### src/rtl/rv_pkg.sv
// Shared definitions for the rv32i core: ALU op codes, forward-select
// encoding and default datapath widths.
package rv_pkg;

  localparam int XLEN_DEF    = 32;
  localparam int RADDR_W_DEF = 5;

  localparam logic [2:0] ALU_ADD = 3'b000;
  localparam logic [2:0] ALU_SUB = 3'b001;
  localparam logic [2:0] ALU_AND = 3'b010;
  localparam logic [2:0] ALU_OR  = 3'b011;
  localparam logic [2:0] ALU_EQ  = 3'b100;
  localparam logic [2:0] ALU_SLT = 3'b101;

  typedef enum logic [1:0] {
    FWD_RF = 2'b00,
    FWD_W  = 2'b01,
    FWD_M  = 2'b10
  } fwd_sel_t;

endpackage

### src/rtl/forward_unit.sv
// Operand bypass select for one source register; MEM wins over WB, and
// x0 never forwards.
module forward_unit
  import rv_pkg::*;
#(
  parameter int RADDR_W = RADDR_W_DEF
) (
  input  logic [RADDR_W-1:0] rs,
  input  logic [RADDR_W-1:0] rdM,
  input  logic               regWriteM,
  input  logic [RADDR_W-1:0] rdW,
  input  logic               regWriteW,
  output fwd_sel_t           sel
);

  always_comb begin
    sel = FWD_RF;
    if (regWriteW && (rdW != '0) && (rdW == rs)) sel = FWD_W;
    if (regWriteM && (rdM != '0) && (rdM == rs)) sel = FWD_M;
  end

endmodule

### src/rtl/id_ex_stage.sv
// ID/EX pipeline register with operand forwarding and load-use bubbles.
// Define ID_EX_PERF_EN to add bubbleCount/fwdCount performance counters.
module id_ex_stage
  import rv_pkg::*;
#(
  parameter int XLEN    = XLEN_DEF,
  parameter int RADDR_W = RADDR_W_DEF
) (
  input  logic               clk,
  input  logic               rst_n,
  input  logic               validD,
  input  logic [XLEN-1:0]    rs1DataD,
  input  logic [XLEN-1:0]    rs2DataD,
  input  logic [XLEN-1:0]    immD,
  input  logic [XLEN-1:0]    pcD,
  input  logic [RADDR_W-1:0] rs1D,
  input  logic [RADDR_W-1:0] rs2D,
  input  logic [RADDR_W-1:0] rdD,
  input  logic               useRs1D,
  input  logic               useRs2D,
  input  logic               ALUSrcD,
  input  logic [2:0]         ALUControlD,
  input  logic               regWriteD,
  input  logic               memWriteD,
  input  logic               loadD,
  input  logic               branchD,
  input  logic               flushE,
  input  logic               holdE,
  input  logic [RADDR_W-1:0] rdM,
  input  logic [RADDR_W-1:0] rdW,
  input  logic               regWriteM,
  input  logic               regWriteW,
  input  logic [XLEN-1:0]    resultM,
  input  logic [XLEN-1:0]    resultW,
  output logic               stallD,
  output logic               validE,
  output logic [XLEN-1:0]    srcA,
  output logic [XLEN-1:0]    srcB,
  output logic [2:0]         ALUControlE,
  output logic [XLEN-1:0]    writeDataE,
  output logic [RADDR_W-1:0] rdE,
  output logic [XLEN-1:0]    pcE,
  output logic [XLEN-1:0]    immE,
  output logic               regWriteE,
  output logic               memWriteE,
  output logic               loadE,
  output logic               branchE
`ifdef ID_EX_PERF_EN
  ,
  output logic [31:0]        bubbleCount,
  output logic [31:0]        fwdCount
`endif
);

  logic               vld_q;
  logic [XLEN-1:0]    rs1_data_q, rs2_data_q, imm_q, pc_q;
  logic [RADDR_W-1:0] rs1_q, rs2_q, rd_q;
  logic               alu_src_q;
  logic [2:0]         alu_ctl_q;
  logic               reg_write_q, mem_write_q, load_q, branch_q;

  logic     load_use, bubble;
  fwd_sel_t sel_a, sel_b;
  logic [XLEN-1:0] fwd_a, fwd_b;

  // Load-use is evaluated against the instruction currently in EX.
  assign load_use = vld_q && load_q && reg_write_q && (rd_q != '0) && validD &&
                    ((useRs1D && (rs1D == rd_q)) || (useRs2D && (rs2D == rd_q)));
  assign bubble   = flushE || load_use;
  assign stallD   = load_use && !(flushE && !holdE);

  always_ff @(posedge clk) begin
    if (!rst_n || (!holdE && bubble)) begin
      vld_q       <= 1'b0;
      rs1_data_q  <= '0;
      rs2_data_q  <= '0;
      imm_q       <= '0;
      pc_q        <= '0;
      rs1_q       <= '0;
      rs2_q       <= '0;
      rd_q        <= '0;
      alu_src_q   <= 1'b0;
      alu_ctl_q   <= ALU_ADD;
      reg_write_q <= 1'b0;
      mem_write_q <= 1'b0;
      load_q      <= 1'b0;
      branch_q    <= 1'b0;
    end else if (!holdE) begin
      vld_q       <= validD;
      rs1_data_q  <= rs1DataD;
      rs2_data_q  <= rs2DataD;
      imm_q       <= immD;
      pc_q        <= pcD;
      rs1_q       <= rs1D;
      rs2_q       <= rs2D;
      rd_q        <= rdD;
      alu_src_q   <= ALUSrcD;
      alu_ctl_q   <= ALUControlD;
      reg_write_q <= regWriteD && validD;
      mem_write_q <= memWriteD && validD;
      load_q      <= loadD && validD;
      branch_q    <= branchD && validD;
    end
  end

  forward_unit #(.RADDR_W(RADDR_W)) u_fwd_a (
    .rs(rs1_q), .rdM(rdM), .regWriteM(regWriteM),
    .rdW(rdW), .regWriteW(regWriteW), .sel(sel_a)
  );

  forward_unit #(.RADDR_W(RADDR_W)) u_fwd_b (
    .rs(rs2_q), .rdM(rdM), .regWriteM(regWriteM),
    .rdW(rdW), .regWriteW(regWriteW), .sel(sel_b)
  );

  always_comb begin
    fwd_a = rs1_data_q;
    fwd_b = rs2_data_q;
    case (sel_a)
      FWD_M:   fwd_a = resultM;
      FWD_W:   fwd_a = resultW;
      default: fwd_a = rs1_data_q;
    endcase
    case (sel_b)
      FWD_M:   fwd_b = resultM;
      FWD_W:   fwd_b = resultW;
      default: fwd_b = rs2_data_q;
    endcase
  end

  assign srcA        = fwd_a;
  assign writeDataE  = fwd_b;
  assign srcB        = alu_src_q ? imm_q : fwd_b;
  assign validE      = vld_q;
  assign ALUControlE = alu_ctl_q;
  assign rdE         = rd_q;
  assign pcE         = pc_q;
  assign immE        = imm_q;
  assign regWriteE   = reg_write_q && vld_q;
  assign memWriteE   = mem_write_q && vld_q;
  assign loadE       = load_q && vld_q;
  assign branchE     = branch_q && vld_q;

`ifdef ID_EX_PERF_EN
  logic any_fwd;
  assign any_fwd = (sel_a != FWD_RF) || (sel_b != FWD_RF);

  always_ff @(posedge clk) begin
    if (!rst_n) begin
      bubbleCount <= '0;
      fwdCount    <= '0;
    end else if (!holdE) begin
      if (bubble)           bubbleCount <= bubbleCount + 32'd1;
      if (vld_q && any_fwd) fwdCount    <= fwdCount + 32'd1;
    end
  end
`endif

endmodule

### config.mk
export PLATFORM = sky130hd
export DESIGN_NAME = id_ex_stage
export DESIGN_NICKNAME = d
export VERILOG_FILES = /design/src/rtl/rv_pkg.sv /design/src/rtl/forward_unit.sv /design/src/rtl/id_ex_stage.sv
export SDC_FILE = /design/constraint.sdc
export NUM_CORES = 1
export LEC_CHECK = 0
export BUFFER_PORTS_ARGS = -buffer_cell sky130_fd_sc_hd__buf_2
export CORE_AREA = 2 2 161 163
export DETAILED_ROUTE_END_ITERATION = 10
export DIE_AREA = 0 0 163 165
export PLACE_DENSITY = 0.54
export SYNTH_ARGS = -nofsm -noshare
export SYNTH_HDL_FRONTEND = slang
export SYNTH_SLANG_ARGS = --single-unit
export TNS_END_PERCENT = 20
### constraint.sdc
create_clock -name clk -period 4.4 [get_ports clk]
set_input_delay 0.66 -clock clk [delete_from_list [all_inputs] [get_ports clk]]
set_output_delay 0.66 -clock clk [all_outputs]
set_load 0.1 [all_outputs]
==> reports/metrics.cfg <==
[synthesis]
yosysUniqueCellTypes=30
synth-edff-count=0
synth.top_cell.area_share_pct=43.7
synth_area_leaders=dfxtp_1, a22o_1, mux2i_1
ys_ff_latch=152
synth_seq_area_share_pct=43.7
ys_warn_count=0
syn_inst=720
syn_area_per_cell_um2=9.68
yosysMostFrequentCell=dfxtp_1
synth_nets=954
synth_common_cells=dfxtp_1, a22o_1, mux2i_1
yosys.area.top_type=dfxtp_1
synth-async-reset-ratio_pct=0
synth_ff_type=dfxtp_1
syn-cell-area_um2=6970

[sta]
worst_slew_pin_slew_ps=909
hold_viol=0
slew_headroom_pct=39.4
fmax_ghz=0.264
setup_violations=0
post-route-min-period_ps=3790
skew_ps=13.5
rsz0062_at_grt=false
finalCritPeriodShare_pct=86.0
maxSlewViolCount=0
fin_ws_ps=615
fin_hold_ws_ps=449

[grt]
grt_max_degree=81
grt_antenna_before_repair=4
overflow=0
grt_pass1_vias=6819
grt_usage_pct=20.0
grt_pass1_wl_mm=40.8

[pwr]
power_mw=4.11
clock_power_share_pct=37.3
leakage_nw=4.57
power.share.sequential_pct=35.8
peakVddDrop_mv=0.178
combPwrFrac_pct=27.0
switchingPower_mw=1.57
power.density_nw_per_um2=412
p_sw_share_pct=38.2
internal_power_mw=2.54

[route]
wl_per_cell_um=19.4
drc=0
dr_total_vias=7129
firstDrtPassIters=5
ant_nets=0
viasPerCell=4.96
first_iter_violations=455
totalWireLength_mm=27.9

[status]
status=complete, no violations

[floorplanning]
core.rowCount=58
fp.dieArea_um2=26900
initial_utilization_pct=27.8
core_um2=25000
die_y_um=165
num_io_pins=408
die_x_um=163

[layout]
ff_latch_area_um2=3040
fin_area_um2=9980
instances_no_fill=1438
layout-drive-gt1-share_pct=42.8
final_nets=1327
n_fill_cell=2562
area_growth_pct=43.2
multi_input_area_um2=3580

[place]
post-place-ws_ps=663
place_congestion=0.884
placed_area_um2=9370
dpl.hpwl_mm=20.4
port-buffer-count=407
placed_cells=1404

[worst_setup_path]
crit_start=rdW[0]
crit_required_ps=3740
criticalPathCategory=in2out
crit_fanout=15
end_kind=output port
start_kind=input port
cp.arrival_ps=3130
reg2reg_from=rdE[0]

[clock_tree]
insertion_delay_ps=420
cts_root_buffer=clkbuf_16
cts-buffers-inserted=17
htree_levels=4
cts_num_sinks=152
tritoncts=done
cts_hold_buf=0
cts_setup_buffers=0
clkSlewWorstSetupHoldPaths_ps=70
clk_path_buf_depth=2
ctsResizeCount=0

[min_path]
hold_class=in2reg
hold_start=pcD[2]

[job]
cap_violations=0

sequential cells by signal, summed over array words and instances, names as in the netlist:
name	count
immE	32
pcE	32
rs1_data_q	32
rs2_data_q	32
rdE	5
rs1_q	5
rs2_q	5
ALUControlE	3
alu_src_q	1
branch_q	1
load_q	1
mem_write_q	1
reg_write_q	1
validE	1
layout by cell type (no fill, tap or decap), types with 2 or more instances in the layout:
| cell | instances |
|---|---|
| xnor2_1 | 18 |
| clkinvlp_4 | 2 |
| nor2_1 | 34 |
| inv_1 | 33 |
| dfxtp_1 | 151 |
| clkbuf_16 | 17 |
| nor4_4 | 2 |
| nand2_1 | 36 |
| a22o_1 | 148 |
| a21oi_1 | 33 |
| buf_2 | 407 |
| a221oi_2 | 14 |
| inv_8 | 2 |
| nand3_1 | 2 |
| mux2i_1 | 64 |
| clkinv_4 | 2 |
| xor2_1 | 12 |
| or4_1 | 3 |
| a221oi_1 | 18 |
| and2_1 | 4 |
| o21ai_0 | 32 |
| bufinv_16 | 2 |
| nor3_1 | 34 |
| buf_4 | 7 |
| a32o_1 | 4 |
| buf_12 | 6 |
| diode_2 | 2 |
| inv_6 | 5 |
| nand4_1 | 2 |
power groups by stage:
stage | combinational [mW] | clock, mW | sequential [mW]
final | 1.11 | 1.53 | 1.47
after global routing | 1.15 | 1.64 | 1.48
after CTS | 1.11 | 1.58 | 1.47
after detailed placement | 1.11 | 0 | 1.50
after global placement | 1.11 | 0 | 1.50
after floorplan | 0.651 | 0 | 1.68
final cells by class:
cell class	count	area share [%]
diodes	2	0.0502
clock buffers	19	4.44
clock inverters	13	1.59
inverters	33	1.24
multi-input cells	469	35.9
flip-flops and latches	152	30.5
well taps	330	4.14
repair buffers	420	22.1
worst paths after layout:
path                            cells after the start  slack (ps)          end
worst min-delay path                                2         450       pcE[2]
worst max register to register                      5        1670     immE[11]
worst max-delay path                                8         610      srcB[3]
worst min register to register                      1         460  reg_write_q
worst max-delay path: stages:
cell and delay, ps:
buf_2 130, or4_1 540, o21ai_1 360, nor4_4 100
buf_4 250, mux2i_1 170, a221oi_1 390, buf_2 510
per-stage QoR:
step / util, % / setup TNS [ps]
finish: 39.9 / 0
global route: 39.9 / 0
CTS: 39.8 / 0
detailed placement: 37.4 / 0
global placement: 37.4 / 0
floorplan: - / -14290
per-layer routing:
metal | vias up | routed length [µm] | track usage [%]
met5 | - | 27 | 0
met4 | 4 | 465 | 6.88
met3 | 29 | 2320 | 4.95
met2 | 339 | 12900 | 32.1
met1 | 3311 | 12200 | 26.2
li1 | 3446 | - | -
cell families (layout without fill, tap and decap cells):
| family | count (synthesis) | after routing | synth area share [%] |
|---|---|---|---|
| AO/OA/AOI/OAI | 255 | 255 | 28.7 |
| flip-flops | 152 | 152 | 43.7 |
| AND/OR/NAND/NOR | 120 | 120 | 7.86 |
| buffers and inverters | 99 | 485 | 6.81 |
| multiplexers | 64 | 64 | 9.19 |
| XOR/XNOR | 30 | 30 | 3.77 |
| other | 0 | 2 | 0 |
(Power assumes the default switching activity.)
